**src/rtl/fetch_stage.sv**
```systemverilog
// fetch_stage: instruction-fetch stage of the 5-stage RISC-V core.
// Owns the PC, talks to instruction memory over request/grant plus
// response-valid, and loads the IF/ID pipeline register.
// Optional feature: define FETCH_PERF_CNT_EN to add the FetchCount/KillCount
// performance counter outputs.
module fetch_stage #(
    parameter int          XLEN     = 32,
    parameter logic [31:0] RESET_PC = 32'h0000_0000
) (
    input  logic            clk,
    input  logic            reset,
    input  logic            StallF,
    input  logic            StallD,
    input  logic            FlushD,
    input  logic            PCSrcE,
    input  logic [XLEN-1:0] PCTargetE,
    output logic            ImemReq,
    output logic [XLEN-1:0] ImemAddr,
    input  logic            ImemGnt,
    input  logic            ImemRValid,
    input  logic [XLEN-1:0] ImemRData,
    output logic [XLEN-1:0] InstrD,
    output logic [XLEN-1:0] PCD,
    output logic [XLEN-1:0] PCPlus4D,
    output logic            ValidD,
`ifdef FETCH_PERF_CNT_EN
    output logic            FetchBusy,
    output logic [31:0]     FetchCount,
    output logic [31:0]     KillCount
`else
    output logic            FetchBusy
`endif
);

    localparam logic [XLEN-1:0] NOP_INSTR = XLEN'(32'h0000_0013);

    typedef enum logic [1:0] {
        ST_REQ  = 2'd0,
        ST_WAIT = 2'd1,
        ST_HOLD = 2'd2
    } state_t;

    state_t          r_state;
    state_t          w_nextState;
    logic [XLEN-1:0] r_pcF;
    logic            r_kill;
    logic [XLEN-1:0] r_holdInstr;
    logic [XLEN-1:0] r_instrD;
    logic [XLEN-1:0] r_pcD;
    logic [XLEN-1:0] r_pcPlus4D;
    logic            r_validD;

    logic            w_imemReq;
    logic            w_respInWait;
    logic            w_discard;
    logic            w_deliver;
    logic            w_capture;
    logic [XLEN-1:0] w_word;
    logic [XLEN-1:0] w_pcPlus4;
    logic [XLEN-1:0] w_redirectPc;

    // FSM state register; reset puts the fetcher back in REQ immediately
    always_ff @(posedge clk or posedge reset) begin
        if (reset) begin
            r_state <= ST_REQ;
        end else begin
            r_state <= w_nextState;
        end
    end

    // Next-state logic: a stalled or killed response, or a redirect, decides where a response goes
    always_comb begin
        w_nextState = r_state;
        case (r_state)
            ST_REQ: begin
                if (w_imemReq && ImemGnt) begin
                    w_nextState = ST_WAIT;
                end
            end
            ST_WAIT: begin
                if (ImemRValid) begin
                    if (r_kill || PCSrcE || !StallD) begin
                        w_nextState = ST_REQ;
                    end else begin
                        w_nextState = ST_HOLD;
                    end
                end
            end
            ST_HOLD: begin
                if (PCSrcE || !StallD) begin
                    w_nextState = ST_REQ;
                end
            end
            default: w_nextState = ST_REQ;
        endcase
    end

    // FSM outputs: a request is only offered from REQ and never during reset
    always_comb begin
        w_imemReq = (r_state == ST_REQ) && !StallF && !reset;
        FetchBusy = (r_state == ST_WAIT);
    end

    // Response classification: discard, deliver straight through, or park in the hold buffer
    always_comb begin
        w_respInWait = ImemRValid && (r_state == ST_WAIT);
        w_discard    = w_respInWait && (r_kill || PCSrcE);
        w_deliver    = !PCSrcE && !StallD &&
                       ((w_respInWait && !r_kill) || (r_state == ST_HOLD));
        w_capture    = w_respInWait && !r_kill && !PCSrcE && StallD;
        w_word       = (r_state == ST_HOLD) ? r_holdInstr : ImemRData;
        w_pcPlus4    = r_pcF + XLEN'(4);
        w_redirectPc = PCTargetE & ~XLEN'(3);
    end

    // PC and kill flag: a redirect wins over everything and marks any in-flight request as stale
    always_ff @(posedge clk or posedge reset) begin
        if (reset) begin
            r_pcF  <= XLEN'(RESET_PC);
            r_kill <= 1'b0;
        end else if (PCSrcE) begin
            r_pcF  <= w_redirectPc;
            r_kill <= ((r_state == ST_REQ) && w_imemReq && ImemGnt) ||
                      ((r_state == ST_WAIT) && !ImemRValid);
        end else begin
            if (w_deliver) begin
                r_pcF <= w_pcPlus4;
            end
            if (w_discard) begin
                r_kill <= 1'b0;
            end
        end
    end

    // Hold buffer keeps a response that arrived while decode was stalled
    always_ff @(posedge clk or posedge reset) begin
        if (reset) begin
            r_holdInstr <= '0;
        end else if (w_capture) begin
            r_holdInstr <= ImemRData;
        end
    end

    // IF/ID register: flush beats stall, stall holds, otherwise deliver or insert a bubble
    always_ff @(posedge clk or posedge reset) begin
        if (reset) begin
            r_instrD   <= NOP_INSTR;
            r_pcD      <= '0;
            r_pcPlus4D <= '0;
            r_validD   <= 1'b0;
        end else if (FlushD) begin
            r_instrD <= NOP_INSTR;
            r_validD <= 1'b0;
        end else if (StallD) begin
            r_instrD <= r_instrD;
        end else if (w_deliver) begin
            r_instrD   <= w_word;
            r_pcD      <= r_pcF;
            r_pcPlus4D <= w_pcPlus4;
            r_validD   <= 1'b1;
        end else begin
            r_instrD <= NOP_INSTR;
            r_validD <= 1'b0;
        end
    end

`ifdef FETCH_PERF_CNT_EN
    // Performance counters: instructions handed to decode and responses thrown away
    always_ff @(posedge clk or posedge reset) begin
        if (reset) begin
            FetchCount <= '0;
            KillCount  <= '0;
        end else begin
            if (w_deliver) begin
                FetchCount <= FetchCount + 32'd1;
            end
            if (w_discard) begin
                KillCount <= KillCount + 32'd1;
            end
        end
    end
`endif

    assign ImemReq  = w_imemReq;
    assign ImemAddr = r_pcF;
    assign InstrD   = r_instrD;
    assign PCD      = r_pcD;
    assign PCPlus4D = r_pcPlus4D;
    assign ValidD   = r_validD;

endmodule

```
**config.mk**
```make
export PLATFORM = sky130hd
export DESIGN_NAME = fetch_stage
export DESIGN_NICKNAME = d
export VERILOG_FILES = /design/src/rtl/fetch_stage.sv
export SDC_FILE = /design/constraint.sdc
export NUM_CORES = 1
export LEC_CHECK = 0
export ABC_AREA = 1
export BUFFER_PORTS_ARGS = -buffer_cell sky130_fd_sc_hd__buf_2
export CORE_MARGIN = 10
export CORE_UTILIZATION = 42
export DETAILED_ROUTE_END_ITERATION = 16
export GPL_TIMING_DRIVEN = 0
export HOLD_SLACK_MARGIN = 0.12
export PLACE_DENSITY = 0.66
export SYNTH_ARGS = -nofsm -noshare
export SYNTH_HDL_FRONTEND = slang
export SYNTH_SLANG_ARGS = --single-unit
export TNS_END_PERCENT = 5
```
**constraint.sdc**
```tcl
create_clock -name clk -period 6.63 [get_ports clk]
set_clock_uncertainty 0.2 [all_clocks]
set_input_delay 0.663 -clock clk [delete_from_list [all_inputs] [get_ports clk]]
set_output_delay 0.663 -clock clk [all_outputs]
set_load 0.02 [all_outputs]
```
==> impl_results.rst <==
.. list-table::
   :header-rows: 1

   * - Metric
     - Value
   * - Top fanout value on the critical path
     - 2
   * - Count of input and output buffers
     - 192
   * - Clock transition at path regs
     - 60 ps
   * - DIE AREA
     - 23800 µm²
   * - Row count
     - 49
   * - Area growth from synthesis to layout
     - 25.7%
   * - Core utilization of the finished layout
     - 53.4%
   * - Pin slew with the least headroom to its limit
     - 673 ps
   * - Leakage
     - 5.38 nW
   * - Worst slew slack as a fraction of its limit
     - 55.2%
   * - Routed vias/inst
     - 4.89
   * - Number of fill cells
     - 1752
   * - Height of the chip
     - 154 µm
   * - Vias in the first global route
     - 7140
   * - Largest cells by area after synthesis
     - dfrtp_1 (51%), nand2_1 (19%), nand3_1 (6.3%), o21ai_0 (5.4%), inv_1 (4.7%)
   * - Commonest register cell after synthesis
     - dfrtp_1
   * - Aggregate global routing overflow
     - 0
   * - Post-synthesis register bit count
     - 158
   * - Yosys top cell by area
     - dfrtp_1
   * - Detail-routed net length per standard cell
     - 16.7 µm
   * - Initial detailed-routing violation count
     - 504
   * - DPL Wire Length
     - 17900 µm
   * - GRT Resource Usage Total
     - 19.9%
   * - Max Root-Sink Buffers
     - 2
   * - Share of the clock period used by the worst path
     - 39.7%
   * - Number of search-and-repair iterations in the first detailed-routing pass
     - 7
   * - Fraction of synthesized cell area taken by the top area cell type
     - 51.2%
   * - Htree depth
     - 4
   * - Clock root buffer
     - clkbuf_16
   * - Overall routed net length
     - 24100 µm
   * - Placeable core region
     - 17800 µm²
   * - Antenna violation net count after detailed routing
     - 0
   * - Post-placement worst setup slack
     - 4180 ps
   * - Classification of the worst setup path
     - in -> out
   * - Number of setup violations in the final report
     - 0
   * - Max-slew violations
     - 0
   * - CTS Buf Count
     - 17
   * - Later-pin clock latency in the skew report
     - 430 ps
   * - Kind of start point of the critical path
     - primary input
   * - Most instantiated library cell after synthesis
     - nand2_1
   * - Number of flops mapped to enable cells by yosys
     - 0
   * - Fmax
     - 380 MHz
   * - GRT met2 Usage
     - 32.1%
   * - Most frequent cells after synthesis
     - nand2_1 (381), dfrtp_1 (155), nand3_1 (96)
   * - Final setup slack of the worst path
     - 4000 ps
   * - Global-route wire length before repair
     - 38200 µm
   * - Path type of the worst min-delay path
     - in -> reg
   * - Met1 layer usage reported by global route
     - 25.0%
   * - Fraction of met3 tracks used by global routing
     - 5.68%
   * - Number of maximum-capacitance constraint violations
     - 0
   * - Post-synth cell types
     - 30
   * - CTS tree
     - built
   * - Total of warnings raised by yosys
     - 0
   * - Setup repair after global routing missed its margin
     - false
   * - Worst VDD drop
     - 191 µV
   * - Nets@finish
     - 1275
   * - Endpoint kind of the worst setup timing path
     - output port
   * - Total number of clock tree sinks
     - 158
   * - Synth Cell Area
     - 7570 µm²
   * - Via count of the routed design
     - 7059
   * - Maximum number of pins on one net before global-route repair
     - 127
   * - Syn Inst Count
     - 984
   * - Number of antenna violations at the first check in global routing
     - 0
   * - Global placer's final weighted congestion
     - 0.953
   * - Clock period minus worst slack
     - 2630 ps
   * - Final Hold Violating Endpoints
     - 0
   * - Total inserted antenna cells
     - 0
   * - DRC
     - 0
   * - Layout cells sized above 1
     - 22.6%
   * - GRT Max-Usage Layer
     - met2
   * - Width of the chip
     - 154 µm
   * - Data arrival at the endpoint of the critical path
     - 1770 ps
   * - Count of boundary I/O pins
     - 203
   * - Total power divided by cell area
     - 294 nW/µm²
   * - Required @ worst endpoint
     - 5770 ps
   * - Average size of a mapped cell
     - 7.70 µm²
   * - Initial Utilization
     - 42.5%
   * - Number of setup buffers added after CTS
     - 0
   * - Result of the run
     - finished clean
   * - Sequential area share after synthesis
     - 52.2%
   * - Fin Setup TNS
     - 0 ps
   * - Async S/R FF share, synth
     - 100%
-- per-layer routing --
layer | routed length, µm | vias up
met3 | 1850 | 37
met5 | 0 | -
met4 | 576 | 0
li1 | - | 3503
met2 | 11200 | 273
met1 | 10400 | 3246
-- power breakdown --
part | internal (mW) | switching [mW]
clock | 0.637 | 0.426
sequential | 1.11 | 0.0965
combinational | 0.180 | 0.348
total | 1.93 | 0.871
-- flip-flops by register name (all words and copies together) (netlist names) --
register,count
r_kill,1
r_holdInstr,32
PCD,30
r_state,2
ImemAddr,30
InstrD,32
ValidD,1
PCPlus4D,30
-- path summary, 6_finish.rpt --
| kind | startpoint | endpoint | slack (ps) | cells after the start |
|---|---|---|---|---|
| setup / recovery | reset | ImemReq | 4000 | 4 |
| hold / removal | PCTargetE[10] | ImemAddr[10] | 250 | 3 |
| setup reg to reg | ImemAddr[2] | PCPlus4D[28] | 4340 | 8 |
| hold reg to reg | PCPlus4D[3] | PCPlus4D[3] | 260 | 2 |
| max in group asynchronous | reset | PCD[3] | 4810 | 4 |
| min in group asynchronous | reset | PCPlus4D[25] | 540 | 3 |
-- final cells by class --
cell class	count	area [µm²]	area share, %
buffer	52	278	2.92
clock buffer	21	480	5.05
clock inverter	11	156	1.64
inverter	98	375	3.94
multi-input combinational	681	2990	31.4
sequential	158	3960	41.6
tap	229	287	3.01
timing repair buffer	194	998	10.5
-- cells by family after synthesis --
group | share of synthesized area, %
XOR/XNOR | 1.27
AND/OR/NAND/NOR | 29.0
AO/OA/AOI/OAI | 8.77
buffers and inverters | 8.52
flip-flops | 52.2
other | 0.0495
adder cells (fa/ha/maj) | 0.165
-- cell usage in the layout (no fill, tap or decap), types with 3 or more instances in the layout --
cell type   synthesis  routed
dfstp_2             3       3
o21ai_0            81      81
conb_1              1       6
clkbuf_8            0       4
nand3_1            96      96
a21oi_1            15      15
buf_2              12     204
inv_1              95      94
clkinvlp_4          0       3
nor2_1             56      56
dfrtp_1           155     155
buf_4               8       8
o21ai_2            14      14
nand2_1           381     381
o21ai_1             8       8
bufinv_16           0       3
buf_6               5       5
clkinv_4            0       4
clkbuf_1           25      25
xor2_1              9       9
clkbuf_16           0      17
inv_2               3       3
-- stage by stage --
step	hold WS, ps	std cells	total power [mW]	area (µm²)
after CTS	240	1444	2.82	9520
after global placement	249	1410	1.74	8840
after detailed placement	253	1411	1.76	8880
after global routing	254	1444	2.93	9520
after floorplan	248	989	1.54	7590
final	253	1444	2.80	9520
-- worst max-delay path, stage by stage --
cell	delay, ps
dlygate4sd3_1	530
buf_2	160
nor4_1	190
buf_2	230
-- what timing repair did --
item	CTS	global route
resized for setup	0	0
endpoints found under the hold margin	33	0
hold buffers	1	0
No activity file was read; power rests on OpenSTA's default activity.
